## src/rtl/fp_sched_pkg.sv

```systemverilog
// Shared definitions for the floating-point adder scheduler.
//   FP_W         : width of an IEEE-754 single-precision word
//   fp_word_t    : one single-precision word
//   rr_next_ptr  : round-robin pointer advance (idx+1, wrapping at n)
package fp_sched_pkg;

  localparam int FP_W = 32;

  typedef logic [FP_W-1:0] fp_word_t;

  function automatic int unsigned rr_next_ptr(input int unsigned idx, input int unsigned n);
    return (idx + 1 >= n) ? 0 : idx + 1;
  endfunction

endpackage

```

## src/rtl/rr_arbiter.sv

```systemverilog
// Combinational round-robin arbiter. The search starts at ptr and wraps
// modulo N; the first requester found wins.
//   req     : request vector
//   ptr     : highest-priority index (registered by the caller)
//   en      : grant enable; when low gnt is all zero
//   gnt     : one-hot grant (zero when disabled or nothing requested)
//   gnt_idx : index of the winning requester (valid whenever any req is set)
module rr_arbiter
  import fp_sched_pkg::*;
#(
  parameter int N = 4,
  localparam int IW = (N > 1) ? $clog2(N) : 1
) (
  input  logic [N-1:0]  req,
  input  logic [IW-1:0] ptr,
  input  logic          en,
  output logic [N-1:0]  gnt,
  output logic [IW-1:0] gnt_idx
);

  logic          found;
  logic [IW-1:0] idx;

  always_comb begin
    found   = 1'b0;
    gnt_idx = '0;
    idx     = '0;
    for (int k = 0; k < N; k++) begin
      idx = IW'((int'(ptr) + k) % N);
      if (!found && req[idx]) begin
        found   = 1'b1;
        gnt_idx = idx;
      end
    end
    gnt = '0;
    if (en && found) gnt[gnt_idx] = 1'b1;
  end

endmodule

```

## src/rtl/fp_add_scheduler.sv

```systemverilog
// Shares one external combinational FP32 adder among NUM_REQ requesters.
// Operand pairs are accepted round-robin into a registered issue stage
// (S1: s1_valid/add_a/add_b/s1_id) and the adder sum is captured into a
// registered output stage (S2: rsp_valid/rsp_result/rsp_id).
//   clk, rst_n         : clock, async active-low reset
//   req_valid/ready    : per-requester handshake (ready is one-hot or zero)
//   req_a, req_b       : packed operands, requester i at [32i+31:32i]
//   rsp_valid/ready    : tagged response handshake
//   rsp_id, rsp_result : requester tag and sum
//   add_a, add_b       : registered operands to the shared adder
//   add_result         : combinational sum from the shared adder
module fp_add_scheduler
  import fp_sched_pkg::*;
#(
  parameter int NUM_REQ = 4,
  localparam int ID_W = $clog2(NUM_REQ)
) (
  input  logic                    clk,
  input  logic                    rst_n,
  input  logic [NUM_REQ-1:0]      req_valid,
  output logic [NUM_REQ-1:0]      req_ready,
  input  logic [NUM_REQ*FP_W-1:0] req_a,
  input  logic [NUM_REQ*FP_W-1:0] req_b,
  output logic                    rsp_valid,
  input  logic                    rsp_ready,
  output logic [ID_W-1:0]         rsp_id,
  output fp_word_t                rsp_result,
  output fp_word_t                add_a,
  output fp_word_t                add_b,
  input  fp_word_t                add_result
);

  logic               s1_valid;
  logic [ID_W-1:0]    s1_id;
  logic [ID_W-1:0]    ptr;
  logic [ID_W-1:0]    gnt_idx;
  logic [NUM_REQ-1:0] gnt;
  fp_word_t           sel_a;
  fp_word_t           sel_b;
  logic               s2_load;
  logic               s1_move;
  logic               s1_accept;
  logic               hs;

  assign s2_load   = !rsp_valid || rsp_ready;
  assign s1_move   = s1_valid && s2_load;
  assign s1_accept = !s1_valid || s1_move;

  // rst_n gates the grant so req_ready reads zero while reset is held,
  // even though the empty S1 would otherwise be ready to accept.
  rr_arbiter #(.N(NUM_REQ)) u_arb (
    .req     (req_valid),
    .ptr     (ptr),
    .en      (s1_accept && rst_n),
    .gnt     (gnt),
    .gnt_idx (gnt_idx)
  );

  assign req_ready = gnt;
  assign hs        = |gnt;

  always_comb begin
    sel_a = '0;
    sel_b = '0;
    for (int i = 0; i < NUM_REQ; i++) begin
      if (gnt[i]) begin
        sel_a = req_a[i*FP_W +: FP_W];
        sel_b = req_b[i*FP_W +: FP_W];
      end
    end
  end

  always_ff @(posedge clk or negedge rst_n) begin
    if (!rst_n) begin
      s1_valid <= 1'b0;
      add_a    <= '0;
      add_b    <= '0;
      s1_id    <= '0;
      ptr      <= '0;
    end else begin
      if (hs) begin
        s1_valid <= 1'b1;
        add_a    <= sel_a;
        add_b    <= sel_b;
        s1_id    <= gnt_idx;
        ptr      <= ID_W'(rr_next_ptr(32'(gnt_idx), NUM_REQ));
      end else if (s1_move) begin
        // operands stay on add_a/add_b; only the valid flag drops
        s1_valid <= 1'b0;
      end
    end
  end

  always_ff @(posedge clk or negedge rst_n) begin
    if (!rst_n) begin
      rsp_valid  <= 1'b0;
      rsp_result <= '0;
      rsp_id     <= '0;
    end else if (s2_load) begin
      rsp_valid <= s1_valid;
      if (s1_valid) begin
        rsp_result <= add_result;
        rsp_id     <= s1_id;
      end
    end
  end

endmodule

```

## config.mk

```make
export PLATFORM = sky130hd
export DESIGN_NAME = fp_add_scheduler
export DESIGN_NICKNAME = d
export VERILOG_FILES = /design/src/rtl/fp_sched_pkg.sv /design/src/rtl/rr_arbiter.sv /design/src/rtl/fp_add_scheduler.sv
export SDC_FILE = /design/constraint.sdc
export NUM_CORES = 1
export LEC_CHECK = 0
export BUFFER_PORTS_ARGS = -buffer_cell sky130_fd_sc_hd__buf_2
export CORE_AREA = 10 10 148 150
export CTS_CLUSTER_SIZE = 10
export DETAILED_ROUTE_END_ITERATION = 8
export DIE_AREA = 0 0 158 160
export PLACE_DENSITY = 0.65
export SLEW_MARGIN = 20
export SYNTH_ARGS = -nofsm -noshare
export SYNTH_HDL_FRONTEND = slang
export SYNTH_SLANG_ARGS = --single-unit
```

## constraint.sdc

```tcl
create_clock -name clk -period 3.45 [get_ports clk]
set_input_delay 0.69 -clock clk [delete_from_list [all_inputs] [get_ports clk]]
set_output_delay 0.69 -clock clk [all_outputs]
set_load 0.1 [all_outputs]
```

Word level (Yosys, flattened, before mapping)
Index checks and enable logic that the tools add are counted.
{"block": "classes", "n_addsub": 4, "n_mul": 0, "n_div": 0, "magnitude_cmp": 7, "n_eq_ne": 0, "shifts": 0, "mux": 30, "bitwise_logic": 0, "n_reduce_logical": 17}
{"operator": "two-way mux 32 bit", "n": 8}
{"operator": "less-than comparator 2 x 3 -> 1 bit (second input constant)", "n": 5}
{"operator": "two-way mux 1 bit", "n": 11}
{"operator": "two-way mux 2 bit", "n": 5}
{"operator": "binary-select mux 1 bit (select 2 bit)", "n": 4}
{"operator": "logical AND 1 bit", "n": 7}
{"operator": "zero test 1 bit", "n": 5}
{"operator": "adder 2 bit (second input constant)", "n": 2}
{"operator": "two-way mux 4 bit", "n": 1}
{"operator": "OR reduction 4 bit", "n": 1}
{"operator": "adder 2 x 1 -> 3 bit (second input constant)", "n": 1}
{"operator": "greater-or-equal comparator 3 bit (second input constant)", "n": 1}
{"operator": "adder 2 x 1 -> 2 bit (second input constant)", "n": 1}
{"operator": "demux 1 bit (select 2 bit)", "n": 1}
{"operator": "greater-or-equal comparator 2 x 1 -> 1 bit (second input constant)", "n": 1}
{"operator": "logical OR 1 bit", "n": 2}
{"operator": "AND reduction 2 bit", "n": 1}
{"operator": "nonzero test 2 bit", "n": 1}
{"block": "word_totals", "ff_bits": 104, "latch_bits": 0, "mem_bits_rw": 0, "romBits": 0, "in_bits": 295, "out_inout_bits": 103, "n_memories": 0}

Logic depth before layout (Yosys ltp)
Gate-level depths: netlist (run 1).
{"block": "logic_depth", "depth_word": 21, "depth_mapped": 12, "ltp_nobuf": 9}

By module
A second synthesis (run 1) with hierarchy kept.
{"block": "hier_totals", "hier_cells": 605, "area_unflattened_um2": 5990.7}
{"module": "fp_add_scheduler", "n_inst": 1, "cells_each": 589, "area_each_um2": 5855.6, "seq_area_each_um2": 2602.5}
{"module": "rr_arbiter", "n_inst": 1, "cells_each": 16, "area_each_um2": 135.1, "seq_area_each_um2": 0.0}

Least setup slack after synthesis (run 1)
OpenSTA, ideal clock, no wires.
{"block": "synth_timing", "path_kind": "in2out", "start": "input req_valid[0]", "end": "output req_ready[2]", "arrival_ps": 3067, "required_time_ps": 2760, "setup_slack_ps": -307, "path_stages": 7, "n_path_buf": 2, "path_cell_list": "a21oi_1 nor3b_1 nor3_1 ha_1 clkbuf_1 clkbuf_1 and3_1"}
{"block": "synth_via", "elab_chain_cells": 17, "elab_cells_between_ends": 29}
{"item": "from (decl)", "line": "fp_add_scheduler.sv:20", "text": "input logic [NUM_REQ-1:0] req_valid,"}
{"item": "binary-select mux 1 bit (select 2 bit)", "line": "rr_arbiter.sv:30", "text": "if (!found && req[idx]) begin"}
{"item": "two-way mux 1 bit (implied by the code)", "line": "rr_arbiter.sv:30"}
{"item": "two-way mux 1 bit", "line": "rr_arbiter.sv:30"}
{"item": "zero test 1 bit", "line": "rr_arbiter.sv:30"}
{"item": "logical AND 1 bit", "line": "rr_arbiter.sv:30"}
{"item": "two-way mux 1 bit", "line": "rr_arbiter.sv:30"}
{"item": "zero test 1 bit", "line": "rr_arbiter.sv:30"}
{"item": "logical AND 1 bit", "line": "rr_arbiter.sv:30"}
{"item": "[2 not listed]"}
{"item": "logical AND 1 bit", "line": "rr_arbiter.sv:30"}
{"item": "two-way mux 2 bit (*)", "line": "rr_arbiter.sv:30"}
{"item": "named net gnt_idx[1]", "line": "fp_add_scheduler.sv:36", "text": "logic [ID_W-1:0] gnt_idx;"}
{"item": "less-than comparator 2 x 3 -> 1 bit (implied by the code) or greater-or-equal comparator 2 x 1 -> 1 bit (tied branches)", "line": "rr_arbiter.sv:36", "text": "if (en && found) gnt[gnt_idx] = 1'b1;"}
{"item": "logical AND 1 bit (implied by the code)", "line": "rr_arbiter.sv:36"}
{"item": "two-way mux 1 bit (implied by the code)", "line": "rr_arbiter.sv:36"}
{"item": "demux 1 bit (select 2 bit) (*)"}
{"item": "two-way mux 4 bit (*)", "line": "rr_arbiter.sv:36"}
{"item": "to (decl)", "line": "fp_add_scheduler.sv:21", "text": "output logic [NUM_REQ-1:0] req_ready,"}
Mark *: on every way through the listed nets, which the timed path passes. The rest lies on a longest branch. The select of a mux whose other input is x is not followed.

Final worst setup path (run 1)
{"block": "layout_timing", "start": "input req_valid[0]", "end": "output req_ready[0]"}
Same word-level chain as after synthesis.

==> flow_metrics.py, run 1 <==
metrics = {
    "floorplanning": {
        "ios": 398,
        "core_area_um2": 19080,
        "dieHeight_um": 160,
        "chipWidth_um": 158,
        "fp-row-count": 51,
        "die_area_um2": 25280,
        "initial_utilization_pct": 31.26,
    },
    "finish": {
        "antenna_cells_inserted": 0,
        "fillerInstances": 1913,
        "fraction_of_final_layout_cells_sized_beyond_drive_strength_1_pct": 54.07,
        "area_delta_synth_final_pct": 43.84,
        "final_cell_area_um2": 8579,
        "design.final.nets": 1289,
    },
    "sta": {
        "worst-slew-pin-transition_ns": 0.7313,
        "finClkSkew_ns": 0.01504,
        "final_min_period_over_clock_period_pct": 91.76,
        "final_max_slew_viol_count": 0,
        "rsz0062_at_grt": "no",
        "period_minus_slack_ns": 3.166,
        "report.final.hold_viol_count": 0,
        "final-setup-viol-count": 0,
        "clock.fmax_mhz": 315.9,
        "max_slew_margin_pct": 51.25,
        "layout_setup_ws_ns": 0.2842,
    },
    "logic_synthesis": {
        "synth_area_leaders": "sky130_fd_sc_hd__dfrtp_1 44%, sky130_fd_sc_hd__a221oi_2 15%, sky130_fd_sc_hd__nand2_1 7.9%, sky130_fd_sc_hd__mux2_2 7.0%, sky130_fd_sc_hd__o22ai_1 6.8%",
        "postSynthAreaPerCell_um2": 9.589,
        "synth_compound_gate_area_share_pct": 29.01,
        "synth.yosys.warnings": 0,
        "top_cells_by_instance_count_after_synthesis": "125 x sky130_fd_sc_hd__nand2_1, 104 x sky130_fd_sc_hd__dfrtp_1, 67 x sky130_fd_sc_hd__nor2_1, 65 x sky130_fd_sc_hd__o22ai_1, 63 x sky130_fd_sc_hd__o21ai_0",
        "synth_mux_area_share_pct": 6.986,
        "synthDominantAreaCellType": "sky130_fd_sc_hd__dfrtp_1",
        "share_of_flip_flops_with_an_asynchronous_set_or_reset_pct": 100.0,
        "main_combinational_cell_family_by_area_after_synthesis": "compound AO/OA/AOI/OAI gates",
        "post_synth_inst_count": 622,
        "post_synth_xor_area_fraction_pct": 0,
        "syn_nets": 921,
        "synth_adder_area_share_pct": 0.8391,
        "synth_enable_flop_cells": 0,
        "yosysMostFrequentCell": "sky130_fd_sc_hd__nand2_1",
        "top_cell_type_s_share_of_synthesized_area_pct": 43.63,
        "synth-seq-area-share_pct": 43.63,
        "cell_area_after_technology_mapping_um2": 5964,
        "post_synth_num_cell_types": 31,
        "yosys.area_share.simple_pct": 14.35,
        "ys_seq_elements": 104,
        "synthFlopType": "sky130_fd_sc_hd__dfrtp_1",
    },
    "setup_path": {
        "timing.critical_path.arrival_ns": 2.48,
        "timing.critical_path.from": "req_valid[0]",
        "path_cells": "buf_2 -> a21oi_1 -> nor3b_1 -> nor3_2 -> inv_1 -> ha_2 -> buf_4 -> and3_1 -> buf_12",
        "critical_path.endpoint_type": "output port",
        "timing_worst_setup_path_type": "primary input to output port",
        "critical_path.slowest_cell": "sky130_fd_sc_hd__buf_4",
        "worst_setup_path_start_kind": "primary input",
        "reg2reg_start": "ptr[1]",
        "maximum_single_stage_delay_on_the_critical_path_ns": 0.38,
        "cp_max_fo": 38,
        "worst-endpoint-required_ns": 2.76,
    },
    "clock_tree": {
        "post_cts_resized": 0,
        "total_clock_buffers_created_by_cts": 9,
        "cts-hold-fix-buffers": 0,
        "clockRootBuffer": "sky130_fd_sc_hd__clkbuf_16",
        "cts_post_setup_buffers_inserted": 0,
        "clkTransAtPathRegs_ns": 0.09,
        "cts_htree_levels": 3,
        "clock_latency_ns": 0.35,
        "cts_num_sinks": 104,
        "clock_tree_from_tritoncts": "built",
        "clockBufferDepth": 2,
    },
    "route": {
        "drt_drc_violations_left": 0,
        "detail_routed_net_length_per_standard_cell_um": 20.17,
        "drt_first_iter_violations": 241,
        "firstDrtPassIters": 5,
        "routed-via-count": 6264,
        "detail_route.wirelength_mm": 24.87,
        "via_per_instance_ratio": 5.080,
        "antenna_violating_nets_post_route": 0,
    },
    "grt": {
        "grt_max_degree": 66,
        "globalRoute.totalOverflow": 0,
        "wire_length_of_the_first_global_routing_pass_mm": 37.22,
        "initial_antenna_violation_count": 1,
        "global_route.usage.total_pct": 18.62,
        "grt_pass1_vias": 6563,
    },
    "placed_design": {
        "place.gp.congestion": 0.8292,
        "detailedPlacementHpwl_mm": 19.78,
        "port_buffers": 397,
        "preCtsSetupSlack_ns": -0.02669,
        "placedInstanceArea_um2": 8264,
    },
    "worst_hold_path": {
        "min-delay-path-class": "primary input to asynchronous set/reset pin",
    },
    "run_status": {
        "outcome": "finished, final reports clean",
    },
    "job": {
        "cap_violations": 0,
    },
}
## area by class of cell
cell class	count	area, um^2	share of cell area, %
clock inverter	7	85.08	0.9917
timing repair buffer	415	2235	26.05
multi-input combinational	454	3112	36.27
inverter	6	22.52	0.2625
sequential	104	2603	30.33
tap	238	297.8	3.471
clock buffer	9	225.2	2.625
## sequential cells by signal, summed over array words and instances (netlist names)
signal and count:
ptr 2, s1_valid 1, add_a 32, add_b 32, rsp_valid 1, s1_id 2, rsp_result 32, rsp_id 2
## worst paths after layout
kind | end | slack, ns | depth (start not counted)
worst max-delay path | req_ready[0] | 0.28 | 9
worst min-delay path | rsp_id[1] | 0.50 | 2
worst max register to register | add_a[4] | 0.58 | 11
worst min register to register | rsp_id[1] | 0.50 | 1
max in group asynchronous | add_b[30] | 2.41 | 2
min in group clk | rsp_id[1] | 0.50 | 1
## logic make-up after synthesis
kind of cell | Yosys count
buf+inv | 64
flops | 104
simple gates | 212
compound gates | 201
mux | 37
fa+ha+maj | 4
## layer usage
metal / GRT usage [%] / wire length [um] / up-vias
li1: - / - / 3017
met4: 6.361 / 603 / 2
met5: 0 / 13 / -
met1: 20.88 / 9370 / 2900
met3: 6.339 / 2504 / 36
met2: 32.06 / 12380 / 309
## placed cells by master (no fill, tap or decap), types with 2 or more instances in the layout
cell type,instances
sky130_fd_sc_hd__and3_1,2
sky130_fd_sc_hd__nor2_1,67
sky130_fd_sc_hd__o22ai_1,65
sky130_fd_sc_hd__mux2_2,37
sky130_fd_sc_hd__buf_12,8
sky130_fd_sc_hd__a221oi_2,60
sky130_fd_sc_hd__nor4_1,2
sky130_fd_sc_hd__ha_4,2
sky130_fd_sc_hd__a22o_1,2
sky130_fd_sc_hd__o21ai_0,63
sky130_fd_sc_hd__buf_2,392
sky130_fd_sc_hd__clkinv_8,3
sky130_fd_sc_hd__nand2_1,125
sky130_fd_sc_hd__buf_4,15
sky130_fd_sc_hd__nand2b_1,5
sky130_fd_sc_hd__dfrtp_1,104
sky130_fd_sc_hd__a21oi_1,4
sky130_fd_sc_hd__clkbuf_16,9
sky130_fd_sc_hd__nor3_4,2
sky130_fd_sc_hd__a221oi_1,4
sky130_fd_sc_hd__inv_1,6
## critical path, delay by kind of cell
family	cells	cell delay [ns]
buf+inv	4	0.84
simple gates	3	0.64
fa+ha+maj	1	0.22
compound gates	1	0.08
## through the flow
stage | hold slack [ns] | cells | setup TNS, ns | utilization, %
2_1_floorplan | 0.3944 | 622 | 0 | -
3_3_place_gp | 0.4810 | 1217 | 0 | 43.31
3_5_place_dp | 0.4880 | 1217 | -0.05155 | 43.31
4_1_cts | 0.5052 | 1233 | 0 | 44.94
5_1_grt | 0.5211 | 1233 | 0 | 44.97
6_report | 0.4970 | 1233 | 0 | 44.97
Power of run 1 is left out: the tool's default activity adds up to more than one toggle a clock period on the data nets, which glitch-free logic cannot reach.
==> inputs of run 2 (changes only) <==
Settings changed: BUFFER_PORTS_ARGS -buffer_cell sky130_fd_sc_hd__buf_2 to not set, CORE_AREA 10 10 148 150 to 10 10 145 147, DIE_AREA 0 0 158 160 to 0 0 155 157, DONT_BUFFER_PORTS set to 1, PLACE_DENSITY 0.65 to 0.49.
==> run 2 against run 1 <==
Against the previous run: clock skew decreased by 0.0026 ns; first-iteration DRC count up 40%; maximum frequency up 9.2%; worst hold slack worse by 0.47 ns; die area fell by 3.7%; core utilization decreased by 9.0 points; flip-flop and latch count is the same.
==> flow_metrics.py, run 2 (synthesized netlist as in run 1, its figures left out) <==
metrics = {
    "grt": {
        "grt_max_degree": 108,
        "initial_antenna_violation_count": 0,
        "globalRoute.totalOverflow": 0,
        "wire_length_of_the_first_global_routing_pass_mm": 32.29,
        "grt_pass1_vias": 5206,
        "global_route.usage.total_pct": 16.93,
    },
    "clock_tree": {
        "cts_post_setup_buffers_inserted": 0,
        "clkTransAtPathRegs_ns": 0.08,
        "clockRootBuffer": "sky130_fd_sc_hd__clkbuf_16",
        "clockBufferDepth": 2,
        "clock_tree_from_tritoncts": "built",
        "cts_htree_levels": 3,
        "clock_latency_ns": 0.36,
        "total_clock_buffers_created_by_cts": 9,
        "cts_num_sinks": 104,
    },
    "setup_path": {
        "path_cells": "nand2b_1 -> a21oi_1 -> a211oi_1 -> buf_4 -> inv_1 -> ha_4 -> nor3_1 -> or4_4 -> a221oi_1 -> buf_4 -> nor2_1",
        "crit_family": "simple AND/OR/NAND/NOR gates",
        "worst-endpoint-required_ns": 3.69,
        "timing_worst_setup_path_type": "register to register",
        "critical_path.endpoint_type": "register",
        "cp_max_fo": 18,
        "timing.critical_path.arrival_ns": 3.14,
        "worst_setup_path_start_kind": "register",
        "critical_path.n_buffers_inverters": 3,
        "maximum_single_stage_delay_on_the_critical_path_ns": 0.66,
        "critical_path.slowest_cell": "sky130_fd_sc_hd__or4_4",
        "cpMostUsedCell": "sky130_fd_sc_hd__buf_4",
    },
    "sta": {
        "final_max_slew_viol_count": 0,
        "fin_setup_tns_ns": 0,
        "clock.fmax_mhz": 345.0,
        "period_minus_slack_ns": 2.899,
        "worst-slew-pin-transition_ns": 0.9951,
        "rsz0062_at_grt": "no",
        "report.final.hold_viol_count": 0,
        "finClkSkew_ns": 0.01246,
        "layout_setup_ws_ns": 0.5513,
        "max_slew_margin_pct": 33.66,
        "final-setup-viol-count": 0,
        "final_min_period_over_clock_period_pct": 84.02,
    },
    "finish": {
        "layout_commonest_cell": "sky130_fd_sc_hd__nand2_1",
        "area_delta_synth_final_pct": 10.51,
        "fraction_of_final_layout_cells_sized_beyond_drive_strength_1_pct": 23.75,
        "antenna_cells_inserted": 0,
        "most-common-layout-cells": "125 x sky130_fd_sc_hd__nand2_1, 104 x sky130_fd_sc_hd__dfrtp_1, 67 x sky130_fd_sc_hd__nor2_1, 65 x sky130_fd_sc_hd__o22ai_1, 63 x sky130_fd_sc_hd__o21ai_0",
        "fillerInstances": 1845,
        "design.final.nets": 896,
        "top_flop_regs": "add_a x32, add_b x32, rsp_result x32",
    },
    "floorplanning": {
        "core_area_um2": 18330,
        "dieHeight_um": 157,
        "die_area_um2": 24340,
        "chipWidth_um": 155,
        "initial_utilization_pct": 32.54,
        "ios": 398,
        "fp-row-count": 50,
    },
    "placed_design": {
        "preCtsSetupSlack_ns": 0.2479,
        "detailedPlacementHpwl_mm": 17.18,
        "place.gp.congestion": 0.9129,
        "port_buffers": 0,
    },
    "job": {
        "cap_violations": 0,
    },
    "route": {
        "detail_route.wirelength_mm": 22.45,
        "drt_first_iter_violations": 338,
        "routed-via-count": 4981,
        "drt_drc_violations_left": 0,
        "via_per_instance_ratio": 5.958,
        "detail_routed_net_length_per_standard_cell_um": 26.85,
        "firstDrtPassIters": 7,
        "antenna_violating_nets_post_route": 0,
    },
    "worst_hold_path": {
        "min-delay-path-class": "primary input to asynchronous set/reset pin",
    },
    "run_status": {
        "outcome": "finished, final reports clean",
    },
}
-- run 2: path summary, 6_finish.rpt --
check | from | to | slack [ns] | cells past startpoint
setup / recovery | ptr[0] | add_b[1] | 0.55 | 11
hold / removal | rst_n | add_b[6] | 0.02 | 0
setup reg to reg | ptr[0] | add_b[1] | 0.55 | 11
hold reg to reg | s1_id[0] | rsp_id[0] | 0.51 | 1
max in group asynchronous | rst_n | rsp_result[20] | 2.71 | 1
min in group clk | add_result[30] | rsp_result[30] | 0.48 | 1
-- run 2: layer usage --
metal  share of wire (%)  up-vias  track usage, %
met1                  36     2392           18.59
met2                  50      315           28.10
met5                   0        -               0
met3                  12       41           7.560
li1                    -     2233               -
met4                 2.6        0           6.658
-- run 2: area by class of cell --
type	count	area [um^2]	share of cell area (%)
multi-input cells	454	3107	47.13
inverters	6	22.52	0.3417
repair buffers	22	255.2	3.872
well taps	234	292.8	4.442
clock buffers	9	225.2	3.417
clock inverters	7	86.33	1.310
flip-flops and latches	104	2603	39.48
-- run 2: what timing repair did --
action / in CTS / in global routing
hold buffers: 0 / 1
hold endpoints to repair: 0 / 3
gates resized for setup: 0 / 0
-- run 2: metrics by stage --
stage	area (um^2)	hold WS [ns]	utilization [%]	std cells
floorplan	5969	0.3944	-	622
global placement	6270	0.3991	34.20	819
detailed placement	6270	0.3983	34.20	819
CTS	6581	0.001075	35.90	835
global route	6591	0.001828	35.96	836
finish	6591	0.02228	35.96	836
Power of run 2 is left out for the same reason.
